--- src/rtl/ysyx_25030081_imm_enc.sv ---
// ysyx_25030081_imm_enc: packs an immediate plus register/funct/opcode fields into an RV32 instruction word.
//   Inverse of the core's immediate extractor, used by the self-test injector and trace replay.
//   Two-stage valid/ready pipeline: stage 1 registers the request and flags unencodable
//   immediates or illegal formats, stage 2 assembles the instruction word.
// Ports:
//   clk, rst_n           clock (rising edge), asynchronous active-low reset
//   in_valid/in_ready    request handshake
//   in_fmt               000 I, 001 U, 010 S, 011 B, 100 J, others illegal
//   in_imm               32-bit immediate (byte offset for B/J)
//   in_opcode, in_rd, in_rs1, in_rs2, in_funct3   instruction fields
//   out_valid/out_ready  result handshake
//   out_inst             encoded instruction (zero when out_err)
//   out_err              immediate not encodable or format illegal
//   err_cnt              saturating count of errored results handed off
module ysyx_25030081_imm_enc #(
    parameter int ERR_CNT_W = 8
) (
    input  logic                 clk,
    input  logic                 rst_n,
    input  logic                 in_valid,
    output logic                 in_ready,
    input  logic [2:0]           in_fmt,
    input  logic [31:0]          in_imm,
    input  logic [6:0]           in_opcode,
    input  logic [4:0]           in_rd,
    input  logic [4:0]           in_rs1,
    input  logic [4:0]           in_rs2,
    input  logic [2:0]           in_funct3,
    output logic                 out_valid,
    input  logic                 out_ready,
    output logic [31:0]          out_inst,
    output logic                 out_err,
    output logic [ERR_CNT_W-1:0] err_cnt
);
    localparam logic [2:0] FMT_I = 3'd0;
    localparam logic [2:0] FMT_U = 3'd1;
    localparam logic [2:0] FMT_S = 3'd2;
    localparam logic [2:0] FMT_B = 3'd3;
    localparam logic [2:0] FMT_J = 3'd4;
    logic        s1Valid, s2Valid, s1Adv, s2Adv, s1Err, immErr;
    logic        fits12, fits13, fits21;
    logic [2:0]  s1Fmt, s1Funct3;
    logic [31:0] s1Imm, instNext;
    logic [6:0]  s1Opcode;
    logic [4:0]  s1Rd, s1Rs1, s1Rs2;

    assign s2Adv     = !s2Valid || out_ready;
    assign s1Adv     = !s1Valid || s2Adv;
    assign in_ready  = s1Adv;
    assign out_valid = s2Valid;

    // imm[31:k] all equal means imm fits a (k+1)-bit signed field
    assign fits12 = &in_imm[31:11] || ~|in_imm[31:11];
    assign fits13 = &in_imm[31:12] || ~|in_imm[31:12];
    assign fits21 = &in_imm[31:20] || ~|in_imm[31:20];

    always_comb begin
        immErr = (in_fmt == FMT_I || in_fmt == FMT_S) ? !fits12 :
                 (in_fmt == FMT_U) ? |in_imm[11:0] :
                 (in_fmt == FMT_B) ? in_imm[0] || !fits13 :
                 (in_fmt == FMT_J) ? in_imm[0] || !fits21 : 1'b1;
    end

    always_comb begin
        instNext = s1Err ? 32'h0 :
                   (s1Fmt == FMT_I) ? {s1Imm[11:0], s1Rs1, s1Funct3, s1Rd, s1Opcode} :
                   (s1Fmt == FMT_U) ? {s1Imm[31:12], s1Rd, s1Opcode} :
                   (s1Fmt == FMT_S) ? {s1Imm[11:5], s1Rs2, s1Rs1, s1Funct3, s1Imm[4:0], s1Opcode} :
                   (s1Fmt == FMT_B) ? {s1Imm[12], s1Imm[10:5], s1Rs2, s1Rs1, s1Funct3, s1Imm[4:1], s1Imm[11], s1Opcode} :
                   {s1Imm[20], s1Imm[10:1], s1Imm[11], s1Imm[19:12], s1Rd, s1Opcode};
    end

    always_ff @(posedge clk or negedge rst_n) begin
        if (!rst_n) begin
            s1Valid  <= 1'b0;
            s1Err    <= 1'b0;
            s1Fmt    <= '0;
            s1Imm    <= '0;
            s1Opcode <= '0;
            s1Rd     <= '0;
            s1Rs1    <= '0;
            s1Rs2    <= '0;
            s1Funct3 <= '0;
        end else if (s1Adv) begin
            s1Valid <= in_valid;
            if (in_valid) begin
                s1Err    <= immErr;
                s1Fmt    <= in_fmt;
                s1Imm    <= in_imm;
                s1Opcode <= in_opcode;
                s1Rd     <= in_rd;
                s1Rs1    <= in_rs1;
                s1Rs2    <= in_rs2;
                s1Funct3 <= in_funct3;
            end
        end
    end

    always_ff @(posedge clk or negedge rst_n) begin
        if (!rst_n) begin
            s2Valid  <= 1'b0;
            out_inst <= '0;
            out_err  <= 1'b0;
        end else if (s2Adv) begin
            s2Valid <= s1Valid;
            if (s1Valid) begin
                out_inst <= instNext;
                out_err  <= s1Err;
            end
        end
    end

    always_ff @(posedge clk or negedge rst_n) begin
        if (!rst_n)
            err_cnt <= '0;
        else if (out_valid && out_ready && out_err && !(&err_cnt))
            err_cnt <= err_cnt + 1'b1;
    end
endmodule

--- config.mk ---
export PLATFORM = sky130hd
export DESIGN_NAME = ysyx_25030081_imm_enc
export DESIGN_NICKNAME = d
export VERILOG_FILES = /design/src/rtl/ysyx_25030081_imm_enc.sv
export SDC_FILE = /design/constraint.sdc
export NUM_CORES = 1
export LEC_CHECK = 0
export ABC_AREA = 1
export BUFFER_PORTS_ARGS = -buffer_cell sky130_fd_sc_hd__buf_2
export CAP_MARGIN = 20
export CORE_MARGIN = 10
export CORE_UTILIZATION = 50
export DETAILED_ROUTE_END_ITERATION = 8
export GPL_ROUTABILITY_DRIVEN = 1
export GPL_TIMING_DRIVEN = 0
export PLACE_DENSITY = 0.76
export SLEW_MARGIN = 5
export SYNTH_ARGS = -nofsm -noshare
export SYNTH_HDL_FRONTEND = slang
export SYNTH_SLANG_ARGS = --single-unit
--- constraint.sdc ---
create_clock -name clk -period 2.2 [get_ports clk]
set_input_delay 0.22 -clock clk [delete_from_list [all_inputs] [get_ports clk]]
set_output_delay 0.22 -clock clk [all_outputs]
set_load 0.03 [all_outputs]
==> flow_summary.yaml <==
sta:
  rsz0062_at_grt: "no"
  timing.fmax_ghz: 0.645
  skew_ps: 11.7
  max_slew_margin_pct: 52.8
  drv_slew: 0
  min_period_ps: 1550
  worst_hold_slack_ps: 78.7
  finalHoldViolCount: 0
  finalSetupViolCount: 0
  period_share_pct: 70.5
  worst_slew_pin_slew_ps: 708
  worst_slack_ps: 649
floorplanning:
  dieArea_sq_um: 13800
  die_h_microns: 117
  pin_count: 107
  start_util_pct: 51.2
  core_area_sq_um: 9240
  rows: 35
  die_width_microns: 117
placement:
  gp_congestion: 0.819
  place_area_sq_um: 5460
  dp_hpwl_mm: 9.29
  dpl_worst_slack_ps: 650
  port_buffers: 106
min_path:
  hp-start: "in_rd[1]"
  holdCritPathClass: "primary input to flop"
  whs_path_depth: 2
  min_to: "s1Rd[1]"
pwr:
  power_mw: 5.19
  irDropWorstVdd_uv: 347
  leakage_nw: 2.83
  power_density_nw_per_um2: 919
worst_setup_path:
  arrival_ps: 1810
  r2r_start: "err_cnt[1]"
  cp-end-kind: "flop"
  critical_path_class: "flop to flop"
  r2r_end: "err_cnt[1]"
  cp_slowest_cell: "dfrtp_1"
  crit_chain: "ha_1, nand3_1, nor3_2, nand3_2, nand2_4, mux2_1"
  reg2reg_depth: 6
  critPathLaunchType: "flop"
  required_ps: 2460
  slowest_delay_ps: 390
  r2r_setup_slack_ps: 650
  critPathMaxFanout: 5
global_routing:
  grt_pass1_wl_mm: 20.1
  grt_use_met2_pct: 28.1
  grt_max_degree: 56
  grt_use_met1_pct: 23.0
  antenna_found_initial: 0
  gr-total-overflow: 0
  gr-usage-met3_pct: 4.08
  grt_usage_pct: 17.5
  grt_pass1_vias: 4060
  gr-max-usage-layer: "met2"
drt:
  drt_iter0_markers: 291
  drt-total-wl_mm: 11.9
  route.detailed.drc: 0
  num_vias: 3806
  wire_per_inst_microns: 16.1
  vias_per_cell: 5.16
  ant_nets: 0
  drtPass1Iterations: 5
logic_synthesis:
  synth_compound_area_share_pct: 9.99
  synth_edf_count: 0
  synthesis.nets: 549
  synth_most_common_cell: "dfrtp_1"
  yosys_warnings: 0
  syn_inst: 484
  ys_ff_latch: 104
  synth_area_leaders: "dfrtp_1 55%, mux2_2 9.8%, nand2_1 7.5%, nor2_1 4.8%, o21ai_0 3.7%"
  synthAdderAreaFrac_pct: 0.264
  synth_top_cell_by_area: "dfrtp_1"
  ys.flop_type: "dfrtp_1"
  synth-xor-area-share_pct: 0.925
  synth_top_family_by_area: "simple AND/OR/NAND/NOR gates"
  synth_top_area_share_pct: 55.0
  synth_common_cells: "104 x dfrtp_1, 94 x nand2_1, 60 x nor2_1"
  synthSimpleGateAreaFrac_pct: 18.2
  muxShareOfSynthArea_pct: 9.99
  netlist_area_sq_um: 4730
  syn_avg_cell_area_sq_um: 9.78
  synthArstFlopShare_pct: 100
  ys_types: 38
  seq_area_frac_synth_pct: 55.0
finish:
  layout-drive-gt1-share_pct: 32.7
  layout.nets: 668
  antennaDiodeCount: 0
  finalInstanceArea_sq_um: 5650
  fillers: 831
  area_growth_pct: 19.3
cts:
  cts_max_path_buffers: 2
  cts.repair.resized: 0
  cts_setup_buffers: 0
  cts_tree: "yes"
  cts.sinks: 104
  clk_latency_ps: 360
  cts_buffers: 9
  cts_root_buf: "clkbuf_8"
  htreeDepth: 3
  path_clk_slew_ps: 100
status:
  status: "completed"
job:
  maxCapViolCount: 0
==> final cells by class <==
| cell class | instances | area [sq um] | share of cell area (%) |
|---|---|---|---|
| Clock buffer | 11 | 141 | 2.50 |
| Multi-Input combinational cell | 325 | 1860 | 33.0 |
| Timing Repair Buffer | 108 | 571 | 10.1 |
| Tap cell | 129 | 161 | 2.86 |
| Buffer | 15 | 116 | 2.06 |
| Inverter | 40 | 153 | 2.70 |
| Clock inverter | 5 | 40.0 | 0.709 |
| Sequential cell | 104 | 2600 | 46.1 |
==> flip-flops by register name (all words and copies together) (netlist names) <==
signal / count
err_cnt: 8
out_err: 1
out_inst: 32
out_valid: 1
s1Err: 1
s1Fmt: 3
s1Funct3: 3
s1Imm: 32
s1Opcode: 7
s1Rd: 5
s1Rs1: 5
s1Rs2: 5
s1Valid: 1
==> worst max path at each step <==
stage / start / to / slack [ps] / cells past startpoint
after floorplan: err_cnt[1] / err_cnt[1] / 520 / 6
after global placement: rst_n / s1Imm[26] / -150 / 1
after detailed placement: err_cnt[1] / err_cnt[1] / 650 / 6
after CTS: err_cnt[1] / err_cnt[1] / 630 / 6
after global routing: err_cnt[1] / err_cnt[1] / 500 / 6
final: err_cnt[1] / err_cnt[1] / 650 / 6
==> layer usage <==
metal	vias up	part of all wire [%]
met3	14	6.3
met4	0	1.2
li1	1835	-
met5	-	0
met2	125	48
met1	1832	45
==> kinds of logic (layout without fill, tap and decap cells) <==
group                    count (synthesis)  in the layout
adder cells (fa/ha/maj)                  1              1
AND/OR/NAND/NOR                        195            195
XOR/XNOR                                 5              5
AO/OA/AOI/OAI                           82             82
flip-flops                             104            104
buffers and inverters                   55            179
multiplexers                            42             42
==> critical path, delay by kind of cell (launching register included) <==
family        cells  cell delay, ps
mux               1             330
flops             1             390
simple gates      4             540
fa+ha+maj         1             180
==> repair_timing <==
item | in CTS | in global routing
endpoints found under the setup margin | 0 | 0
hold buffers | 1 | 0
endpoints found under the hold margin | 54 | 0
==> placed cells by master, fill, tap and decap left out, types with 2 or more instances in the layout <==
master,count
buf_2,111
dfrtp_1,104
nand2_1,94
nor2_1,60
mux2_2,41
o21ai_0,35
inv_1,34
o21ai_1,29
nand3_1,16
clkbuf_8,10
a22o_1,7
buf_6,6
inv_2,5
a21oi_1,4
nand4_1,4
xor2_1,4
nand2_4,3
nand2_2,3
buf_4,3
o2111ai_1,3
nor3_1,3
nor4_1,3
nor2_2,2
clkbuf_1,2
inv_6,2
clkinv_4,2
==> where the power goes <==
group          internal, mW  switching (mW)  leakage (nW)
registers              2.28           0.259          1.28
clock network         0.454           0.659        0.0943
logic                 0.528            1.01          1.45
==> per-stage QoR <==
stage | TNS, ps | utilization [%] | std cells
6_report | 0 | 61.1 | 737
5_1_grt | 0 | 61.1 | 737
4_1_cts | 0 | 61.1 | 737
3_5_place_dp | 0 | 59.1 | 720
3_3_place_gp | -14640 | 58.7 | 719
2_1_floorplan | 0 | - | 484
(Power assumes the default switching activity.)
